File: src/rtl/hazard_sb_pkg.sv
// Shared types and constants for the hazard unit.
//   FWD_*        : E-stage forwarding mux selects
//   div_state_t  : divider occupancy FSM states
//   stall_ctl_t  : per-stage hold enables F..W
//   flush_ctl_t  : per-stage bubble enables D..W
package hazard_sb_pkg;

  localparam logic [1:0] FWD_RF = 2'b00;
  localparam logic [1:0] FWD_W  = 2'b01;
  localparam logic [1:0] FWD_M  = 2'b10;

  typedef enum logic [1:0] {
    IDLE = 2'd0,
    BUSY = 2'd1,
    DONE = 2'd2
  } div_state_t;

  typedef struct packed {
    logic f;
    logic d;
    logic e;
    logic m;
    logic w;
  } stall_ctl_t;

  typedef struct packed {
    logic d;
    logic e;
    logic m;
    logic w;
  } flush_ctl_t;

endpackage

File: src/rtl/hazard_sb_if.sv
// Pipeline <-> hazard unit signal bundle.
//   master : pipeline side, drives stage register indices/controls, receives
//            forwarding selects, stall/flush enables and divider status
//   slave  : hazard unit side
interface hazard_sb_if #(
  parameter int unsigned REG_W = 5,
  parameter int unsigned CNT_W = 16
);

  logic [REG_W-1:0] rsD, rtD, rsE, rtE, writeregE, writeregM, writeregW;
  logic             branchD, jrD;
  logic             regwriteE, memtoregE, divstartE;
  logic             regwriteM, memtoregM, redirectM, exceptM;
  logic             regwriteW;

  logic             forwardaD, forwardbD;
  logic [1:0]       forwardaE, forwardbE;
  logic             stallF, stallD, stallE, stallM, stallW;
  logic             flushD, flushE, flushM, flushW;
  logic             div_busy, div_doneE;
  logic [CNT_W-1:0] stall_cycles;

  modport master (
    output rsD, rtD, rsE, rtE, writeregE, writeregM, writeregW,
           branchD, jrD, regwriteE, memtoregE, divstartE,
           regwriteM, memtoregM, redirectM, exceptM, regwriteW,
    input  forwardaD, forwardbD, forwardaE, forwardbE,
           stallF, stallD, stallE, stallM, stallW,
           flushD, flushE, flushM, flushW,
           div_busy, div_doneE, stall_cycles
  );

  modport slave (
    input  rsD, rtD, rsE, rtE, writeregE, writeregM, writeregW,
           branchD, jrD, regwriteE, memtoregE, divstartE,
           regwriteM, memtoregM, redirectM, exceptM, regwriteW,
    output forwardaD, forwardbD, forwardaE, forwardbE,
           stallF, stallD, stallE, stallM, stallW,
           flushD, flushE, flushM, flushW,
           div_busy, div_doneE, stall_cycles
  );

endinterface

File: src/rtl/hazard_div_fsm.sv
// Divider occupancy tracker: holds E for DIV_CYCLES+1 cycles after an
// accepted start, then pulses done for the cycle E is allowed to advance.
//   clk, rst : clock, synchronous active-high reset
//   start    : div in E that is on the correct path
//   abort    : exception, return to IDLE next cycle
//   busy     : FSM in BUSY (registered)
//   done     : FSM in DONE (registered)
//   stall    : E must hold this cycle
module hazard_div_fsm
  import hazard_sb_pkg::*;
#(
  parameter int unsigned DIV_CYCLES = 32
) (
  input  logic clk,
  input  logic rst,
  input  logic start,
  input  logic abort,
  output logic busy,
  output logic done,
  output logic stall
);

  localparam int unsigned DCNT_W = (DIV_CYCLES > 1) ? $clog2(DIV_CYCLES) : 1;
  localparam logic [DCNT_W-1:0] CNT_LOAD = DCNT_W'(DIV_CYCLES - 1);

  div_state_t        state_q, state_d;
  logic [DCNT_W-1:0] cnt_q, cnt_d;
  logic              busy_q, done_q;
  logic              accept_c;

  // Only IDLE accepts a start; a start seen in DONE is the same div leaving E.
  assign accept_c = (state_q == IDLE) && start && !abort;

  // Next-state and counter
  always_comb begin
    state_d = state_q;
    cnt_d   = cnt_q;
    if (abort) begin
      state_d = IDLE;
      cnt_d   = '0;
    end else begin
      case (state_q)
        IDLE: if (start) begin
          state_d = BUSY;
          cnt_d   = CNT_LOAD;
        end
        BUSY: begin
          if (cnt_q == '0) state_d = DONE;
          else             cnt_d   = cnt_q - DCNT_W'(1);
        end
        DONE:    state_d = IDLE;
        default: state_d = IDLE;
      endcase
    end
  end

  // State register with registered status outputs
  always_ff @(posedge clk) begin
    if (rst) begin
      state_q <= IDLE;
      cnt_q   <= '0;
      busy_q  <= 1'b0;
      done_q  <= 1'b0;
    end else begin
      state_q <= state_d;
      cnt_q   <= cnt_d;
      busy_q  <= (state_d == BUSY);
      done_q  <= (state_d == DONE);
    end
  end

  assign busy  = busy_q;
  assign done  = done_q;
  assign stall = accept_c || busy_q;

endmodule

File: src/rtl/hazard_sb.sv
// Hazard unit for the 5-stage core: forwarding selects, load-use and
// D-stage branch operand stalls, divider occupancy stall, redirect and
// exception flushes, and a saturating count of D-stall cycles.
//   clk, rst : clock, synchronous active-high reset
//   hz       : slave side of hazard_sb_if (stage indices/controls in,
//              forwarding/stall/flush/divider status/stall count out)
module hazard_sb
  import hazard_sb_pkg::*;
#(
  parameter int unsigned REG_W       = 5,
  parameter int unsigned DIV_CYCLES  = 32,
  parameter int unsigned CNT_W       = 16,
  parameter int unsigned BRANCH_IN_D = 1
) (
  input  logic        clk,
  input  logic        rst,
  hazard_sb_if.slave  hz
);

  stall_ctl_t       stall_c;
  flush_ctl_t       flush_c;
  logic             lwstall_c, brstall_c;
  logic             div_start_c, div_busy, div_done, div_stall;
  logic [CNT_W-1:0] stall_cnt_q, stall_cnt_d;

  // Register $0 is hardwired, so it never produces a hazard.
  function automatic logic reg_hit(input logic [REG_W-1:0] src,
                                   input logic [REG_W-1:0] dst);
    return (dst != REG_W'(0)) && (src == dst);
  endfunction

  function automatic logic [1:0] fwd_e(input logic [REG_W-1:0] src,
                                       input logic [REG_W-1:0] wm,
                                       input logic             rwm,
                                       input logic [REG_W-1:0] ww,
                                       input logic             rww);
    if (rwm && reg_hit(src, wm)) return FWD_M;
    if (rww && reg_hit(src, ww)) return FWD_W;
    return FWD_RF;
  endfunction

  // Forwarding
  assign hz.forwardaE = fwd_e(hz.rsE, hz.writeregM, hz.regwriteM, hz.writeregW, hz.regwriteW);
  assign hz.forwardbE = fwd_e(hz.rtE, hz.writeregM, hz.regwriteM, hz.writeregW, hz.regwriteW);
  assign hz.forwardaD = hz.regwriteM && !hz.memtoregM && reg_hit(hz.rsD, hz.writeregM);
  assign hz.forwardbD = hz.regwriteM && !hz.memtoregM && reg_hit(hz.rtD, hz.writeregM);

  // Load-use and D-stage compare operand hazards
  assign lwstall_c = hz.memtoregE && hz.regwriteE &&
                     (reg_hit(hz.rsD, hz.writeregE) || reg_hit(hz.rtD, hz.writeregE));
  assign brstall_c = (BRANCH_IN_D != 0) && (hz.branchD || hz.jrD) &&
                     ((hz.regwriteE && (reg_hit(hz.rsD, hz.writeregE) ||
                                        reg_hit(hz.rtD, hz.writeregE))) ||
                      (hz.memtoregM && (reg_hit(hz.rsD, hz.writeregM) ||
                                        reg_hit(hz.rtD, hz.writeregM))));

  // A div behind a redirect is wrong-path and must not occupy the divider.
  assign div_start_c = hz.divstartE && !hz.redirectM;

  hazard_div_fsm #(
    .DIV_CYCLES (DIV_CYCLES)
  ) u_div_fsm (
    .clk   (clk),
    .rst   (rst),
    .start (div_start_c),
    .abort (hz.exceptM),
    .busy  (div_busy),
    .done  (div_done),
    .stall (div_stall)
  );

  // Stall/flush priority: reset, exception, redirect, divider, load/branch
  always_comb begin
    stall_c = '0;
    flush_c = '0;
    if (rst) begin
      flush_c = '1;
    end else if (hz.exceptM) begin
      flush_c.d = 1'b1;
      flush_c.e = 1'b1;
      flush_c.m = 1'b1;
    end else if (hz.redirectM) begin
      flush_c.d = 1'b1;
      flush_c.e = 1'b1;
    end else if (div_stall) begin
      stall_c.f = 1'b1;
      stall_c.d = 1'b1;
      stall_c.e = 1'b1;
      flush_c.m = 1'b1;
    end else if (lwstall_c || brstall_c) begin
      stall_c.f = 1'b1;
      stall_c.d = 1'b1;
      flush_c.e = 1'b1;
    end
  end

  assign hz.stallF = stall_c.f;
  assign hz.stallD = stall_c.d;
  assign hz.stallE = stall_c.e;
  assign hz.stallM = stall_c.m;
  assign hz.stallW = stall_c.w;
  assign hz.flushD = flush_c.d;
  assign hz.flushE = flush_c.e;
  assign hz.flushM = flush_c.m;
  assign hz.flushW = flush_c.w;

  assign hz.div_busy  = div_busy && !rst;
  assign hz.div_doneE = div_done && !rst;

  // Saturating D-stall cycle counter
  always_comb begin
    stall_cnt_d = stall_cnt_q;
    if (stall_c.d && (stall_cnt_q != '1)) stall_cnt_d = stall_cnt_q + CNT_W'(1);
  end

  always_ff @(posedge clk) begin
    if (rst) stall_cnt_q <= '0;
    else     stall_cnt_q <= stall_cnt_d;
  end

  assign hz.stall_cycles = stall_cnt_q;

endmodule

File: src/flat_wrapper.sv
// flat-port wrapper written by rule: the top's interface ports become plain ports
module hazard_sb_flat import hazard_sb_pkg::*;
#(
  parameter int unsigned REG_W       = 5,
  parameter int unsigned DIV_CYCLES  = 32,
  parameter int unsigned CNT_W       = 16,
  parameter int unsigned BRANCH_IN_D = 1
)
  (clk, rst, hz_rsD, hz_rtD, hz_rsE, hz_rtE, hz_writeregE, hz_writeregM, hz_writeregW, hz_branchD, hz_jrD, hz_regwriteE, hz_memtoregE, hz_divstartE, hz_regwriteM, hz_memtoregM, hz_redirectM, hz_exceptM, hz_regwriteW, hz_forwardaD, hz_forwardbD, hz_forwardaE, hz_forwardbE, hz_stallF, hz_stallD, hz_stallE, hz_stallM, hz_stallW, hz_flushD, hz_flushE, hz_flushM, hz_flushW, hz_div_busy, hz_div_doneE, hz_stall_cycles);
  hazard_sb_if #(.REG_W(REG_W), .CNT_W(CNT_W)) hz_i ();
  input  logic clk;
  input  logic rst;
  input wire logic [$bits(hz_i.rsD)-1:0] hz_rsD;
  input wire logic [$bits(hz_i.rtD)-1:0] hz_rtD;
  input wire logic [$bits(hz_i.rsE)-1:0] hz_rsE;
  input wire logic [$bits(hz_i.rtE)-1:0] hz_rtE;
  input wire logic [$bits(hz_i.writeregE)-1:0] hz_writeregE;
  input wire logic [$bits(hz_i.writeregM)-1:0] hz_writeregM;
  input wire logic [$bits(hz_i.writeregW)-1:0] hz_writeregW;
  input wire logic [$bits(hz_i.branchD)-1:0] hz_branchD;
  input wire logic [$bits(hz_i.jrD)-1:0] hz_jrD;
  input wire logic [$bits(hz_i.regwriteE)-1:0] hz_regwriteE;
  input wire logic [$bits(hz_i.memtoregE)-1:0] hz_memtoregE;
  input wire logic [$bits(hz_i.divstartE)-1:0] hz_divstartE;
  input wire logic [$bits(hz_i.regwriteM)-1:0] hz_regwriteM;
  input wire logic [$bits(hz_i.memtoregM)-1:0] hz_memtoregM;
  input wire logic [$bits(hz_i.redirectM)-1:0] hz_redirectM;
  input wire logic [$bits(hz_i.exceptM)-1:0] hz_exceptM;
  input wire logic [$bits(hz_i.regwriteW)-1:0] hz_regwriteW;
  output wire logic [$bits(hz_i.forwardaD)-1:0] hz_forwardaD;
  output wire logic [$bits(hz_i.forwardbD)-1:0] hz_forwardbD;
  output wire logic [$bits(hz_i.forwardaE)-1:0] hz_forwardaE;
  output wire logic [$bits(hz_i.forwardbE)-1:0] hz_forwardbE;
  output wire logic [$bits(hz_i.stallF)-1:0] hz_stallF;
  output wire logic [$bits(hz_i.stallD)-1:0] hz_stallD;
  output wire logic [$bits(hz_i.stallE)-1:0] hz_stallE;
  output wire logic [$bits(hz_i.stallM)-1:0] hz_stallM;
  output wire logic [$bits(hz_i.stallW)-1:0] hz_stallW;
  output wire logic [$bits(hz_i.flushD)-1:0] hz_flushD;
  output wire logic [$bits(hz_i.flushE)-1:0] hz_flushE;
  output wire logic [$bits(hz_i.flushM)-1:0] hz_flushM;
  output wire logic [$bits(hz_i.flushW)-1:0] hz_flushW;
  output wire logic [$bits(hz_i.div_busy)-1:0] hz_div_busy;
  output wire logic [$bits(hz_i.div_doneE)-1:0] hz_div_doneE;
  output wire logic [$bits(hz_i.stall_cycles)-1:0] hz_stall_cycles;
  assign hz_i.rsD = hz_rsD;
  assign hz_i.rtD = hz_rtD;
  assign hz_i.rsE = hz_rsE;
  assign hz_i.rtE = hz_rtE;
  assign hz_i.writeregE = hz_writeregE;
  assign hz_i.writeregM = hz_writeregM;
  assign hz_i.writeregW = hz_writeregW;
  assign hz_i.branchD = hz_branchD;
  assign hz_i.jrD = hz_jrD;
  assign hz_i.regwriteE = hz_regwriteE;
  assign hz_i.memtoregE = hz_memtoregE;
  assign hz_i.divstartE = hz_divstartE;
  assign hz_i.regwriteM = hz_regwriteM;
  assign hz_i.memtoregM = hz_memtoregM;
  assign hz_i.redirectM = hz_redirectM;
  assign hz_i.exceptM = hz_exceptM;
  assign hz_i.regwriteW = hz_regwriteW;
  assign hz_forwardaD = hz_i.forwardaD;
  assign hz_forwardbD = hz_i.forwardbD;
  assign hz_forwardaE = hz_i.forwardaE;
  assign hz_forwardbE = hz_i.forwardbE;
  assign hz_stallF = hz_i.stallF;
  assign hz_stallD = hz_i.stallD;
  assign hz_stallE = hz_i.stallE;
  assign hz_stallM = hz_i.stallM;
  assign hz_stallW = hz_i.stallW;
  assign hz_flushD = hz_i.flushD;
  assign hz_flushE = hz_i.flushE;
  assign hz_flushM = hz_i.flushM;
  assign hz_flushW = hz_i.flushW;
  assign hz_div_busy = hz_i.div_busy;
  assign hz_div_doneE = hz_i.div_doneE;
  assign hz_stall_cycles = hz_i.stall_cycles;
  hazard_sb #(.REG_W(REG_W), .DIV_CYCLES(DIV_CYCLES), .CNT_W(CNT_W), .BRANCH_IN_D(BRANCH_IN_D)) u_core (.clk(clk), .rst(rst), .hz(hz_i));
endmodule
File: config.mk
export PLATFORM = sky130hd
export DESIGN_NAME = hazard_sb_flat
export DESIGN_NICKNAME = d
export VERILOG_FILES = /design/src/rtl/hazard_sb_pkg.sv /design/src/rtl/hazard_sb_if.sv /design/src/rtl/hazard_div_fsm.sv /design/src/rtl/hazard_sb.sv /design/src/flat_wrapper.sv
export SDC_FILE = /design/constraint.sdc
export NUM_CORES = 1
export LEC_CHECK = 0
export ABC_CLOCK_PERIOD_IN_PS = 4600
export CAP_MARGIN = 20
export CORE_MARGIN = 2
export CORE_UTILIZATION = 30
export DETAILED_ROUTE_END_ITERATION = 10
export DONT_BUFFER_PORTS = 1
export GPL_TIMING_DRIVEN = 1
export HOLD_SLACK_MARGIN = 0.06
export PLACE_DENSITY = 0.43
export SETUP_SLACK_MARGIN = 0.05
export SYNTH_ARGS = -nofsm -noshare
export SYNTH_HDL_FRONTEND = slang
export SYNTH_SLANG_ARGS = --single-unit
File: constraint.sdc
create_clock -name clk -period 4.6 [get_ports clk]
set_input_delay 0.69 -clock clk [delete_from_list [all_inputs] [get_ports clk]]
set_output_delay 0.69 -clock clk [all_outputs]
set_load 0.1 [all_outputs]
==> results.md <==
Timing:
- Setup repair after global routing left no endpoint under its margin.
- The clock skew after layout is 11.7 ps.
- Headroom to the max-slew limit came out at 24.8%.
- The total count of hold-check failures in the final report is 0.
- The peak clock frequency supported by timing is 0.333 GHz.
- The pin slew with the least headroom to its limit is 1130 ps.
- The final critical-path required period is 3000 ps.
- After layout, the worst path uses 65.2% of the clock period.
- Summed over all failing endpoints, the final setup total negative slack is 0 ps.
- The final setup violation count is 0.
- The number of slew-limit violations in the final report is 0.

Setup path:
- In this run the critical register-to-register path is captured at u_core.hz.stall_cycles[13].
- The startpoint type of the worst setup path is a flop.
- The number of cells on the worst reg-to-reg path is 7.
- The highest-delay cell along the critical path is dfxtp_1.
- In this run the worst setup path terminates at u_core.hz.stall_cycles[13].
- The worst setup path is captured at a flop.
- The register-to-register path setup slack is 1600 ps.
- The critical path start-end classification is flop to flop.
- In this run the worst path has a maximum fanout of 14.
- The required time of the critical path is 4810 ps.
- The critical path starts at u_core.hz.stall_cycles[3].
- The largest single stage delay on the critical path is 1050 ps.
- Data on the critical path arrives at its endpoint at 3210 ps.
- The start of the worst register-to-register path is u_core.hz.stall_cycles[3].
- The critical path goes through nand4_1 -> nor4_1 -> and3_1 -> or2_1 -> buf_4 -> o31ai_1 -> a21oi_1.

Yosys:
- Yosys mapped a number of flops with a built-in enable equal to 0.
- For this run, the leading register cell type out of synthesis is dfxtp_1.
- Counting distinct cell types in the post-synthesis netlist gives 48.
- Averaged over all synthesized cells, the footprint is 8.32 µm².
- Counting every instance in the synthesized netlist gives 241.
- The post-synthesis sequential element count is 25.
- The synthesized cell area is 0.00200 mm².
- The share of synthesized area occupied by flip-flops and latches is 25.0%.
- The share of flip-flops with an asynchronous set or reset after synthesis is 0%.
- For this run, the number of Yosys warnings is 0.

Floorplanning:
- The row count is 29.
- The die covers 0.00735 mm².
- The number of top-level pins is 80.
- The total area inside the core boundary comes to 0.00642 mm².
- The die height is 85.7 µm.
- The initial core utilization is 31.2%.
- The chip width is 85.7 µm.

Global routing:
- The largest net degree at the start of global routing is 29.
- The aggregate global routing overflow is 0.
- The via count of the first global-routing pass is 1742.
- The global routing usage summed across all routing layers is 14.6%.
- The initial antenna violation count came to 0.
- The first-pass GRT wire length is 8.63 mm.

Clock network:
- Counting every sink on the clock net gives 25.
- The post-CTS clock slew at the launch and capture registers of the worst setup and hold paths is 100 ps.
- The clock insertion delay at the later pin of the skew report is 270 ps.
- TritonCTS built the clock tree.
- The longest clock path from root to sink contains 2 buffers.
- The root buffer cell chosen for the clock tree is clkbuf_8.
- Post-CTS repair changed the size of 0 cells.
- CTS built an H-tree with a depth of 1.
- Clock tree synthesis inserted a total of 3 buffers.
- Post-CTS timing repair inserted 0 buffers for setup.
- For this design, the CTS-stage hold fixing added 0 buffers.

Finish:
- The number of antenna diodes in the final layout is 0.
- In the final design database the tool counted 297 nets.
- The cell area after layout is 0.00228 mm².
- The layout has 694 filler cells.
- Of the cells placed in the final design, the portion with a size suffix greater than 1 is 19.0%.
- The top cell types in the final layout, fill and taps aside, are xor2_1 (27), dfxtp_1 (25), buf_4 (18).
- The most common cell after layout, fill and taps aside is xor2_1.
- Compared with the post-synthesis result, the final layout area differs by 13.6%.

Routing:
- After detailed routing, the number of vias per cell comes to 5.57.
- The detailed router placed 1806 vias in this run.
- Before antenna repair, the detailed router went through 8 iterations.
- Once detail routing completed, the nets flagged for antenna violations numbered 0.
- The number of DRC markers after the initial detailed-route iteration is 66.
- In the final routed layout, each cell accounts on average for 16.6 µm.
- Summed over all layers, the routed wires come to 5.38 mm.
- For this run, design rule violations remaining after detail routing come to 8.

Run status:
- The flow ran to the end, but the final reports show violations.
- The checks that failed: DRC.

Pwr:
- The share of total power dissipated in sequential elements is 47.1%.
- The largest vdd supply drop is 127 µV.
- The power density over the cells is 208 mW/mm².
- Of the total power, combinational logic draws 24.5%.
- The internal portion of the total power is 0.320 mW.
- The share of total power in the clock network is 28.4%.
- Summed over all cells, the static leakage comes to 0.748 nW.
- In this run switching power makes up 32.4% of total power.
- The net switching power is 0.153 mW.

Placement:
- The placed instances occupy a cell area of 0.00223 mm².
- Port buffering added 0 buffers.
- The HPWL after detailed placement is 4.32 mm.
- The routability-driven placement congestion ratio is 0.855.

Run:
- The number of maximum-capacitance violations is 0.

Min path:
- The worst hold path belongs to the class input port to flop.
## state kept, by name, indices dropped and copies added, names as in the netlist
| signal | flops |
|---|---|
| u_core.u_div_fsm.cnt_q | 5 |
| u_core.u_div_fsm.done | 1 |
| u_core.hz.stall_cycles | 16 |
| u_core.u_div_fsm.busy | 1 |
| u_core.u_div_fsm.state_q | 2 |
## power by group through the flow
stage | registers (mW) | logic, mW | clock network (mW)
final | 0.222 | 0.116 | 0.134
after global routing | 0.223 | 0.124 | 0.147
after CTS | 0.222 | 0.116 | 0.138
after detailed placement | 0.227 | 0.116 | 0
after global placement | 0.227 | 0.115 | 0
after floorplan | 0.229 | 0.114 | 0
## through the flow
stage | util (%) | total power, mW | worst slack, ps | hold WS, ps | cells
2_1_floorplan | - | 0.343 | 339 | 447 | 242
3_3_place_gp | 34.8 | 0.343 | 1590 | 481 | 320
3_5_place_dp | 34.8 | 0.343 | 1620 | 484 | 320
4_1_cts | 35.5 | 0.476 | 1610 | 474 | 324
5_1_grt | 35.5 | 0.494 | 1390 | 466 | 324
6_report | 35.5 | 0.473 | 1600 | 481 | 324
## logic make-up after synthesis
group | count (synthesis) | share of synthesized area [%]
simple gates | 99 | 28.7
compound gates | 44 | 16.0
xor+xnor | 42 | 18.7
flops | 25 | 25.0
buf+inv | 25 | 8.43
mux | 3 | 1.69
fa+ha+maj | 2 | 1.25
other cells | 1 | 0.187
## worst max-delay path, delay by kind of cell (launching register included)
kind | cells | cell delay [ps]
flops | 1 | 1050
buf+inv | 1 | 280
compound gates | 2 | 250
simple gates | 4 | 1360
## routing by layer
| metal | global-route usage (%) | routed length [µm] | share of wire (%) |
|---|---|---|---|
| met5 | 0 | 0 | 0 |
| met4 | 4.18 | 59 | 1.1 |
| met3 | 3.18 | 381 | 7.1 |
| met2 | 25.4 | 2560 | 48 |
| met1 | 18.0 | 2370 | 44 |
## synthesized netlist by cell type (3+ instances only)
| cell type | instances | area, µm² |
|---|---|---|
| inv_1 | 6 | 22.5 |
| dfxtp_1 | 25 | 500 |
| xnor2_1 | 14 | 123 |
| a21oi_1 | 14 | 70.1 |
| buf_6 | 7 | 78.8 |
| nor4_1 | 11 | 68.8 |
| nor3_2 | 3 | 30.0 |
| nand4_1 | 5 | 31.3 |
| buf_4 | 5 | 37.5 |
| nor2b_1 | 7 | 43.8 |
| o311ai_0 | 3 | 26.3 |
| buf_2 | 3 | 15.0 |
| clkbuf_1 | 3 | 11.3 |
| nor3_1 | 7 | 35.0 |
| or4_1 | 10 | 75.1 |
| nand2_1 | 14 | 52.6 |
| nand3_1 | 10 | 50.1 |
| o31ai_1 | 6 | 45.0 |
| xor2_1 | 27 | 236 |
| nand2b_1 | 3 | 18.8 |
| mux2_1 | 3 | 33.8 |
| or3_1 | 4 | 25.0 |
| o21ai_0 | 4 | 20.0 |
| nor2_1 | 15 | 56.3 |
## how the worst min path moves through the flow
| stage | from | end | slack, ps | depth (start not counted) |
|---|---|---|---|---|
| after global routing | rst | u_core.hz.stall_cycles[9] | 470 | 1 |
| after detailed placement | u_core.u_div_fsm.cnt_q[0] | u_core.u_div_fsm.cnt_q[0] | 480 | 1 |
| after global placement | u_core.u_div_fsm.cnt_q[0] | u_core.u_div_fsm.cnt_q[0] | 480 | 1 |
| final | rst | u_core.hz.stall_cycles[8] | 480 | 1 |
| after floorplan | u_core.u_div_fsm.cnt_q[0] | u_core.u_div_fsm.cnt_q[0] | 450 | 1 |
| after CTS | rst | u_core.hz.stall_cycles[9] | 470 | 1 |
## area by class of cell
type,instances,area [µm²],area share (%)
Multi-Input combinational cell,192,1430,62.7
Sequential cell,25,500,22.0
Timing Repair Buffer,20,185,8.13
Clock buffer,4,45.0,1.98
Tap cell,77,96.3,4.23
Inverter,6,22.5,0.989
No activity file was read; power rests on OpenSTA's default activity.
